**src/rtl/torpedo_launch_ctrl.sv**
```systemverilog
// Central fire controller: debounces the fire button on vsync, launches a free torpedo slot
// round-robin, waits for its flight acknowledge and enforces a frame-based cooldown.
module torpedo_launch_ctrl #(
    parameter int unsigned N_TORP          = 4,
    parameter int unsigned COOLDOWN_FRAMES = 8,
    parameter int unsigned AUTO_REPEAT     = 0,
    parameter int unsigned ACK_TIMEOUT     = 4
) (
    input  logic                             clk,
    input  logic                             reset,
    input  logic                             vsync,
    input  logic                             fire_btn,
    input  logic                             ship_alive,
    input  logic [N_TORP-1:0]                slot_busy,
    output logic [N_TORP-1:0]                launch,
    output logic                             fire_deb,
    output logic [$clog2(N_TORP+1)-1:0]      active_count,
    output logic                             no_slot,
    output logic                             ack_err,
    output logic [15:0]                      launch_total
);

    localparam int unsigned IDX_W = $clog2(N_TORP);
    localparam int unsigned CNT_W = $clog2(N_TORP + 1);
    // +2 keeps both counters at least one bit wide when the parameter is 0
    localparam int unsigned CD_W  = $clog2(COOLDOWN_FRAMES + 2);
    localparam int unsigned AK_W  = $clog2(ACK_TIMEOUT + 2);

    typedef enum logic [2:0] {
        StIdle,
        StSelect,
        StLaunch,
        StAck,
        StCooldown,
        StRelease
    } state_t;

    state_t             state;
    logic               deb_test;
    logic [IDX_W-1:0]   rr_ptr;
    logic [IDX_W-1:0]   idx;
    logic [CD_W-1:0]    cd_cnt;
    logic [AK_W-1:0]    ack_cnt;

    logic               found;
    logic [IDX_W-1:0]   pick;
    logic [IDX_W-1:0]   cand;
    logic [CNT_W-1:0]   busy_cnt;

    // First free slot at or after rr_ptr, wrapping around the pool
    always_comb begin
        found = 1'b0;
        pick  = '0;
        cand  = '0;
        for (int k = 0; k < int'(N_TORP); k++) begin
            cand = IDX_W'((int'(rr_ptr) + k) % int'(N_TORP));
            if (!found && !slot_busy[cand]) begin
                found = 1'b1;
                pick  = cand;
            end
        end
    end

    always_comb begin
        busy_cnt = '0;
        for (int k = 0; k < int'(N_TORP); k++) begin
            busy_cnt = busy_cnt + CNT_W'(slot_busy[k]);
        end
    end

    always_ff @(posedge clk or posedge reset) begin
        if (reset) begin
            state        <= StIdle;
            deb_test     <= 1'b0;
            fire_deb     <= 1'b0;
            rr_ptr       <= '0;
            idx          <= '0;
            cd_cnt       <= '0;
            ack_cnt      <= '0;
            launch       <= '0;
            no_slot      <= 1'b0;
            ack_err      <= 1'b0;
            active_count <= '0;
            launch_total <= '0;
        end else begin
            launch       <= '0;
            no_slot      <= 1'b0;
            ack_err      <= 1'b0;
            active_count <= busy_cnt;

            if (vsync) begin
                fire_deb <= deb_test;
                deb_test <= 1'b1;
            end else begin
                deb_test <= deb_test & fire_btn;
            end

            unique case (state)
                StIdle: begin
                    if (fire_deb && ship_alive) state <= StSelect;
                end
                StSelect: begin
                    if (!ship_alive) begin
                        state <= StRelease;
                    end else if (found) begin
                        idx    <= pick;
                        launch <= {{(N_TORP-1){1'b0}}, 1'b1} << pick;
                        state  <= StLaunch;
                    end else begin
                        no_slot <= 1'b1;
                        state   <= StRelease;
                    end
                end
                StLaunch: begin
                    rr_ptr  <= (idx == IDX_W'(N_TORP - 1)) ? '0 : idx + 1'b1;
                    if (launch_total != 16'hFFFF) launch_total <= launch_total + 16'd1;
                    ack_cnt <= AK_W'(1);
                    state   <= StAck;
                end
                StAck: begin
                    if (slot_busy[idx]) begin
                        cd_cnt <= CD_W'(COOLDOWN_FRAMES);
                        state  <= StCooldown;
                    end else if (int'(ack_cnt) + 1 >= int'(ACK_TIMEOUT)) begin
                        ack_err <= 1'b1;
                        cd_cnt  <= CD_W'(COOLDOWN_FRAMES);
                        state   <= StCooldown;
                    end else begin
                        ack_cnt <= ack_cnt + 1'b1;
                    end
                end
                StCooldown: begin
                    if (cd_cnt == '0) begin
                        if ((AUTO_REPEAT != 0) && fire_deb && ship_alive) state <= StSelect;
                        else state <= StRelease;
                    end else if (vsync) begin
                        cd_cnt <= cd_cnt - 1'b1;
                    end
                end
                StRelease: begin
                    if (!fire_deb) state <= StIdle;
                end
                default: state <= StIdle;
            endcase
        end
    end

endmodule

```
**config.mk**
```make
export PLATFORM = sky130hd
export DESIGN_NAME = torpedo_launch_ctrl
export DESIGN_NICKNAME = d
export VERILOG_FILES = /design/src/rtl/torpedo_launch_ctrl.sv
export SDC_FILE = /design/constraint.sdc
export NUM_CORES = 1
export LEC_CHECK = 0
export ABC_AREA = 1
export BUFFER_PORTS_ARGS = -buffer_cell sky130_fd_sc_hd__buf_4
export CAP_MARGIN = 20
export CORE_MARGIN = 4
export CORE_UTILIZATION = 51
export DETAILED_ROUTE_END_ITERATION = 8
export GPL_TIMING_DRIVEN = 0
export PLACE_DENSITY = 0.75
export SLEW_MARGIN = 15
export SYNTH_ARGS = -nofsm -noshare
export SYNTH_HDL_FRONTEND = slang
export SYNTH_SLANG_ARGS = --single-unit
```
**constraint.sdc**
```tcl
create_clock -name clk -period 1.45 [get_ports clk]
set_clock_uncertainty 0.1 [all_clocks]
set_input_delay 0.0725 -clock clk [delete_from_list [all_inputs] [get_ports clk]]
set_output_delay 0.0725 -clock clk [all_outputs]
set_load 0.05 [all_outputs]
```
Word-level counts from Yosys, hierarchy flattened
Index checks and enable logic that the tools add are counted.
{ "totals": {"wordCells": 109, "inputBits": 9, "out_inout_bits": 26, "memories": 0, "mem_bits_rw": 0, "mem_bits_ro": 0, "latch_bits": 0, "reg_bits": 41} }
{ "op_classes": {"mul": 0, "order_cmp": 6, "muxes": 45, "shift": 1, "eq_ne": 15, "n_reduce_logical": 18, "addsub": 11, "div": 0, "bitwise_logic": 1} }
{ "ops": {"columns": ["op", "count"], "rows": [
  ["2-to-1 mux 4 bit", 7],
  ["2-to-1 mux 3 bit", 9],
  ["case mux 3 bit (6 select lines)", 1],
  ["adder 16 x 1 -> 16 bit (second input constant)", 1],
  ["2-to-1 mux 1 bit", 16],
  ["!= test 16 bit (second input constant)", 1],
  ["< comparator 2 x 3 -> 1 bit (second input constant)", 5],
  ["!= test 2 bit (second input constant)", 7],
  ["binary-select mux 1 bit (select 2 bit)", 5],
  ["2-to-1 mux 2 bit", 5],
  ["case mux 4 bit (2 select lines)", 1],
  ["AND reduction 4 bit", 2],
  ["== test 3 x 2 -> 1 bit (second input constant)", 2],
  ["== test 3 bit (second input constant)", 2],
  ["case mux 3 bit (2 select lines)", 1],
  ["AND reduction 3 bit", 2],
  ["logical NOT 1 bit", 5],
  ["adder 2 x 1 -> 2 bit (second input constant)", 2],
  ["adder 2 bit (second input constant)", 2],
  ["adder 3 x 1 -> 4 bit (second input constant)", 1],
  ["greater-or-equal comparator 4 x 3 -> 1 bit (second input constant)", 1],
  ["logical AND 1 bit", 4],
  ["logical NOT 4 bit", 1],
  ["nonzero test 2 bit", 2],
  ["12 further kinds", 12]
]} }

Logic depth before layout (Yosys ltp)
Gate-level depths: netlist of run 1.
{ "depth": {"depth_word": 16, "mapped_depth": 11, "depth_no_buf": 11} }

Worst setup path after synthesis of run 1
No wires, ideal clock.
{ "synth_timing": {"path_kind": "register to register", "from": "reg launch_total[0]", "to": "reg launch_total[7]", "slack_ns": -0.558, "setup_ns": 0.121, "path_buffers": 1, "required_ns": 1.229, "stages_incl_launch_ff": 10, "arrival_ns": 1.788, "period_less_slack_ns": 2.008, "path_cell_list": "dfrtp_1 -> ha_1 -> nand3_1 -> nor3_4 -> nand2_2 -> nand2_4 -> inv_4 -> buf_8 -> nand2_2 -> o21ai_2"} }
{ "synth_between": {"elab_chain_cells": 2, "elab_cells_between_ends": 3, "cone_classes": "add/sub (1); eq/ne (1); reduce/logical (1)"} }
{ "synth_lines": {"columns": ["item", "line", "text"], "rows": [
  ["start: declaration", "20", "output logic [15:0] launch_total"],
  ["start signal: assignment", "116", "if (launch_total != 16'hFFFF) launch_total <= launch_total + 16'd1;"],
  ["parallel branches: the longest is 2 deep, another holds adder 16 x 1 -> 16 bit", null, null]
]} }
Parallel ways; which one is timed is not known.
A chain may end at the register's enable or synchronous reset.

Worst setup path in the final report of run 1
{ "layout_timing": {"from": "reg rr_ptr[0]", "to": "reg idx[0]"} }
{ "layout_between": {"elab_chain_cells": 13, "elab_cells_between_ends": 28, "cone_classes": "add/sub (3); mux (16); reduce/logical (9)"} }
{ "layout_lines": {"columns": ["item", "line", "text"], "rows": [
  ["start: declaration", "40", "logic [IDX_W-1:0] rr_ptr;"],
  ["start signal: assignment", "115", "rr_ptr <= (idx == IDX_W'(N_TORP - 1)) ? '0 : idx + 1'b1;"],
  ["adder 2 x 1 -> 2 bit", "56", "cand = IDX_W'((int'(rr_ptr) + k) % int'(N_TORP));"],
  ["binary-select mux 1 bit (select 2 bit)", "57", "if (!found && !slot_busy[cand]) begin"],
  ["2-to-1 mux 1 bit (not written as such)", "57", null],
  ["logical NOT 1 bit", "57", null],
  ["logical AND 1 bit", "57", null],
  ["2-to-1 mux 1 bit", "57", null],
  ["logical NOT 1 bit", "57", null],
  ["logical AND 1 bit", "57", null],
  ["2-to-1 mux 1 bit", "57", null],
  ["logical NOT 1 bit", "57", null],
  ["logical AND 1 bit", "57", null],
  ["2-to-1 mux 1 bit", "57", null],
  ["AND reduction 3 bit (no source line)", null, null],
  ["end signal: assignment", "106", "idx <= pick;"],
  ["end: declaration", "41", "logic [IDX_W-1:0] idx;"]
]} }
Several ways; a longest one is shown, not always the timed one. The select of a mux whose other input is x is not followed.

==> metrics.md, run 1 <==
| Metric | Value |
|---|---|
| DR iter-0 viols | about 180 |
| Antenna violations before repair | 0 |
| # nets final | 395 |
| Met3 Usage GRT | under 10% |
| FP Rows | 24 |
| # clock sinks | 41 |
| Commonest cells after routing, fill and taps aside | 64 x nand2_1, 53 x buf_4, 39 x nand2_2 |
| TritonCTS clock tree | done |
| Dpl hpwl | between 3 and 4 mm |
| Class of the worst hold path | in2async |
| Clock power share | 12.9% |
| Leading cell type in the layout, fill and taps excluded | nand2_1 |
| Worst-Margin Slew | 0.287 ns |
| Fmax | 0.623 GHz |
| Via density | 5.28 |
| Most frequent CP cell | nand2_2 |
| Fraction of layout cells with a size suffix above 1 | 48.7% |
| Total wire length | about 5.8 mm |
| Pwr per Cell Area | ~1700 nW/µm² |
| Worst r2r path cells | 9 |
| Ordered cell list for the critical path | clkinvlp_4 > nand2_2 > nand2_2 > nor2_4 > nand3_2 > nand2_2 > inv_2 > nand3_2 > o21ai_1 |
| CTS root buffer | clkbuf_8 |
| CP required | 1.53 ns |
| Pint | 3230 µW |
| # setup viols final | 26 |
| Starting Density | 54.1% |
| WL/cell | 13.5 µm |
| Final min period | around 1.6 ns |
| First-pass GRT wire length | between 9 and 10 mm |
| Mapped Area | about 2400 µm² |
| Critical R2R Launch | rr_ptr[0] |
| Avg Cell Area, Syn | 7.94 µm² |
| # IOs | 35 |
| Core ar. | 4440 µm² |
| Port buffer count | 34 |
| Clock transition at the registers of the reported paths | 0.08 ns |
| Register area share after synthesis | between 40 and 50% |
| YS warnings | 0 |
| Met1 Use GR | between 20% and 30% |
| Synth Register Bits | 41 |
| GPL Wtd Cong | between 0.8 and 0.9 |
| Largest net degree at the start of global routing | 38 |
| Comb pwr share | about three fifths |
| Worst slew margin | 80.7% |
| Slew Viols, Final | 0 |
| Fraction of power consumed by sequential logic | around 28% |
| Leak | between 0.0015 and 0.002 µW |
| Synthesis-to-layout area growth | 42.9% |
| Post-route setup slack | -0.154 ns |
| Post-Syn Nets | 319 |
| Die Wd | roughly 77 µm |
| CP Launch Type | flip-flop |
| Outcome | complete, but fails checks |
| Switching Fraction | 45.8% |
| Final hold slack | 0.110 ns |
| Num CTS Buffers | 5 |
| RSZ-0062 raised after global routing | yes |
| Worst reg-to-reg setup slack | -0.15 ns |
| Critical path's slowest cell | dfrtp_2 |
| First-pass detailed-route iteration total | 6 |
| H-tree depth | 2 |
| Critical Setup Path Class | reg2reg |
| Synth cell types | 31 |
| Antenna diodes | 0 |
| Total global-route track usage | 20.5% |
| # DRC | 0 |
| Setup TNS | -2.18 ns |
| Layout Cells excl Fill | approximately 430 |
| Crit path max fanout | 4 |
| Finished Core Util | 77.3% |
| Vias in the first global route | 2,161 |
| Worst setup EP type | flip-flop |
| Clock Latency Late Sink | 0.29 ns |
| Failing checks | setup timing |
| Final hold violation count | 0 |
| Die Y-Extent | between 70 and 80 µm |
| Vias | 2,283 |
| Max clock buf depth | 2 |
| Psw | between 2000 and 3000 µW |
| Max stage delay on crit path | roughly 0.47 ns |
| R2r endpoint | idx[0] |
| Max Cap Violations | 0 |
| Antenna viol nets, final | 0 |
| Post-Place Cells | 390 |
| Max IR drop VDD | 1.40 mV |
| Overflow after GRT | 0 |
| Grt peak-use layer | met2 |
| Met2 GRT Util | 35.6% |
| Die area | a little under 6000 µm² |
| Worst Path Arrival | between 1.5 and 2 ns |
| Final period utilization | 111% |
| Synthesized instance count | a little over 300 |
-- cells in the mapped netlist (all sizes together) --
cell / number / area share (%)
a21oi: 4 / 0.99
buf: 2 / 1.1
dfrtp: 41 / 43
fa: 1 / 0.83
ha: 6 / 3.1
inv: 38 / 6.0
mux2: 1 / 0.47
nand2: 110 / 19
nand3: 26 / 6.0
nand3b: 1 / 0.31
nand4: 3 / 0.78
nor2: 26 / 4.9
nor3: 9 / 2.5
o21ai: 17 / 4.5
o31ai: 1 / 0.31
or2: 1 / 0.26
xnor2: 6 / 2.2
xor2: 10 / 3.6
-- power by group through the flow --
stage / sequential, µW / clock [µW] / combinational (µW)
floorplan: 1920 / 0 / 1640
global placement: 1670 / 0 / 2350
detailed placement: 1670 / 0 / 2400
CTS: 1660 / 786 / 3050
global route: 1720 / 857 / 3860
finish: 1680 / 769 / 3500
-- worst max path at each step --
stage	from	to	slack [ns]	cells after the start
finish	rr_ptr[0]	idx[0]	-0.15	9
global route	rr_ptr[0]	launch[3]	-0.23	10
CTS	rr_ptr[0]	launch[2]	-0.11	10
detailed placement	launch_total[0]	launch_total[7]	-0.29	9
global placement	reset	launch_total[5]	-0.33	2
floorplan	launch_total[0]	launch_total[7]	-0.34	9
-- metrics by stage --
stage	setup WS, ns	cell area, µm²	total power (µW)
global placement	-0.333	2760	4010
floorplan	-0.339	2440	3550
CTS	-0.114	3260	5500
detailed placement	-0.293	2780	4070
global route	-0.234	3440	6430
finish	-0.154	3440	5960
-- flip-flops by register name, summed over array words and instances, names as in the netlist, 2 cells and up --
| register | flops |
|---|---|
| ack_cnt | 3 |
| launch | 4 |
| launch_total | 16 |
| rr_ptr | 2 |
| idx | 2 |
| cd_cnt | 4 |
| state | 3 |
| active_count | 3 |
-- area by class of cell --
cell class	count	area [µm²]
buffer	2	26.3
clock buffer	8	90.1
fill	317	1010
inverter	38	158
multi-input combinational	222	1470
sequential	41	1040
tap	52	65.1
timing repair buffer	68	584
timing repair inverter	1	7.51
-- per-layer routing --
metal	part of all wire, %	wire length [µm]
met5	0	0
met2	52	3010
met3	5.8	337
met4	2.6	154
met1	40	2320
-- worst max-delay path: cells and delay by family, from the launching register on --
family                 cells  cell delay [ns]
buffers and inverters      2             0.23
DFF                        1             0.47
AOI/OAI and AO/OA          1             0.06
and+or+nand+nor            6             0.63
-- kinds of logic (layout without fill, tap and decap cells) --
kind of cell	Yosys count	after routing	share of synthesized area [%]
adders and majority gates	7	7	3.95
buffers and inverters	40	117	7.13
AOI/OAI and AO/OA	22	22	5.78
xor gates and xnor gates	16	16	5.83
muxes	1	1	0.468
DFF	41	41	42.7
and+or+nand+nor	176	176	34.2
-- timing repair --
action | in CTS | in global routing
pin swaps | 24 | 19
endpoints found under the setup margin | 30 | 32
hold buffers | 6 | 0
gates cloned | 3 | 0
gates resized for setup | 49 | 46
endpoints found under the hold margin | 45 | 0
setup buffers | 21 | 5
(Power assumes the default switching activity.)
==> run 2: changes to the inputs <==
- clock period: 1.45 -> 1.3 ns (I/O delays scaled with it)
==> metrics.md, run 2 (synthesis results as in run 1) <==
| Metric | Value |
|---|---|
| Overflow after GRT | 0 (unchanged) |
| DR iter-0 viols | 219 (+20%) |
| Die area | 5880 µm² (unchanged) |
| Antenna violations before repair | 0 (unchanged) |
| TritonCTS clock tree | done |
| Vias in the first global route | 2,358 (+9.1%) |
| # clock sinks | 41 (unchanged) |
| Antenna diodes | 0 (unchanged) |
| Design Area, Final | 3750 µm² (+9.1%) |
| Fmax | 0.618 GHz (-0.80%) |
| Final min period | 1.62 ns (+0.0130 ns) |
| # DRC | 0 (unchanged) |
| Crit path max fanout | 4 (unchanged) |
| Total wire length | 7.85 mm (+35%) |
| Failing checks | setup timing |
| Worst reg-to-reg setup slack | -0.32 ns (-0.16 ns) |
| Via density | 5.76 (+9.0%) |
| Worst Setup SP | state[2] |
| # nets final | 409 (+3.5%) |
| Top reg by flops | launch_total |
| CP required | 1.38 ns (-0.15 ns) |
| Max IR drop VDD | 1.57 mV (+12%) |
| GPL Wtd Cong | 0.916 (+2.1%) |
| CTS root buffer | clkbuf_8 |
| Critical Setup Path Class | reg2reg |
| Worst Path Arrival | 1.70 ns (+0.02 ns) |
| Post-route setup slack | -0.317 ns (-0.163 ns) |
| DP Area | 2840 µm² (+2.4%) |
| Worst slew margin | 77.2% (-3.5 points) |
| Largest registers | launch_total: 16 flops, cd_cnt: 4 flops, launch: 4 flops |
| Leading cell type in the layout, fill and taps excluded | buf_4 |
| Class of the worst hold path | in2reg |
| H-tree depth | 2 (unchanged) |
| Dpl hpwl | 3.78 mm (+6.0%) |
| Final period utilization | 124% (+14 points) |
| Num CTS Buffers | 5 (unchanged) |
| Max reg flops | 16 (unchanged) |
| # setup viols final | 36 (+38%) |
| Starting Density | 54.1% (unchanged) |
| Die Y-Extent | 76.7 µm (unchanged) |
| Max Cap Violations | 0 (unchanged) |
| Vias | 2,570 (+13%) |
| Clock Latency Late Sink | 0.30 ns (about the same) |
| Pwr per Cell Area | 2040 nW/µm² (+18%) |
| Leak | 0.00183 µW (+12%) |
| Outcome | complete, but fails checks |
| WL/cell | 17.6 µm (+31%) |
| CP Launch Type | flip-flop |
| Die Wd | 76.7 µm (unchanged) |
| Fraction of layout cells with a size suffix above 1 | 53.8% (+5.1 points) |
| Worst r2r path cells | 7 (-2) |
| Worst setup EP type | flip-flop |
| Synthesis-to-layout area growth | 55.9% |
| Pre-CTS setup slack | -0.420 ns (-0.128 ns) |
| Port buffer count | 34 (unchanged) |
| First-pass GRT wire length | 10.7 mm (+9.4%) |
| Antenna viol nets, final | 0 (unchanged) |
| Slew Viols, Final | 0 (unchanged) |
| RSZ-0062 raised after global routing | yes |
| Total global-route track usage | 22.7% (+2.2 points) |
| Final hold violation count | 0 (unchanged) |
| Capture point of the worst path | launch_total[0] |
| Fillcell total | 218 (-31%) |
| Critical R2R Launch | state[2] |
| # IOs | 35 (unchanged) |
| Worst-Margin Slew | 0.339 ns (+0.0525 ns) |
| Max clock buf depth | 2 (unchanged) |
| Commonest cells after routing, fill and taps aside | 64 x buf_4, 59 x nand2_1, 29 x dfrtp_1 |
| Largest net degree at the start of global routing | 31 (-18%) |
| R2r endpoint | launch_total[0] |
| First-pass detailed-route iteration total | 5 (-1) |
| Clock transition at the registers of the reported paths | 0.09 ns (about the same) |
| Core ar. | 4440 µm² (unchanged) |
| FP Rows | 24 (unchanged) |
run 2: area by class of cell:
class / count / area, µm² / area share [%]
Timing Repair Buffer: 83 / 727 / 19.4
Sequential cell: 41 / 1040 / 27.8
Clock buffer: 6 / 82.6 / 2.20
Buffer: 2 / 35.0 / 0.935
Clock inverter: 2 / 13.8 / 0.367
Tap cell: 52 / 65.1 / 1.74
Inverter: 38 / 168 / 4.47
Multi-Input combinational cell: 222 / 1620 / 43.1
run 2: what timing repair did:
action | 4_1_cts | 5_1_grt
setup buffers | 27 | 14
endpoints found under the setup margin | 34 | 36
pin swaps | 23 | 14
hold buffers | 6 | 1
gates resized for setup | 55 | 59
endpoints found under the hold margin | 45 | 2
cloned | 1 | 1
run 2: through the flow:
stage	hold slack [ns]	TNS [ns]	power (µW)	instances	utilization, %
floorplan	0.0746	-6.98	4130	303	-
global placement	0.174	-23.59	4630	389	63.5
detailed placement	-0.0610	-8.29	4720	390	64.0
CTS	0.132	-5.11	6550	432	76.9
global route	0.162	-10.94	8130	446	84.3
finish	0.133	-8.31	7660	446	84.3
run 2: how the worst min path moves through the flow:
stage | from | depth (start not counted) | end
after global routing | slot_busy[1] | 6 | ack_err
after floorplan | fire_btn | 2 | deb_test
after CTS | slot_busy[1] | 6 | ack_err
after detailed placement | reset | 2 | active_count[0]
after global placement | fire_btn | 3 | deb_test
final | slot_busy[0] | 6 | ack_err
run 2: per-layer routing:
metal,up-vias,share of wire [%],global-route usage (%)
li1,1139,-,-
met1,1215,36,26.6
met2,161,51,38.8
met3,55,8.1,5.50
met4,0,5.3,10.7
met5,-,0,0
run 2: worst max-delay path, cell delays in order, from the launching register on:
cell,delay (ns)
dfrtp_1,0.46
nor2_4,0.16
inv_4,0.07
nor2_4,0.20
nand2_4,0.12
buf_12,0.15
buf_8,0.12
xnor2_2,0.11
run 2: power by group:
group / internal (µW) / switching, µW / leakage (µW)
combinational: 2040 / 2850 / 0.00126
sequential: 1570 / 294 / 0.000523
clock: 431 / 470 / 0.0000512
total: 4050 / 3620 / 0.00183
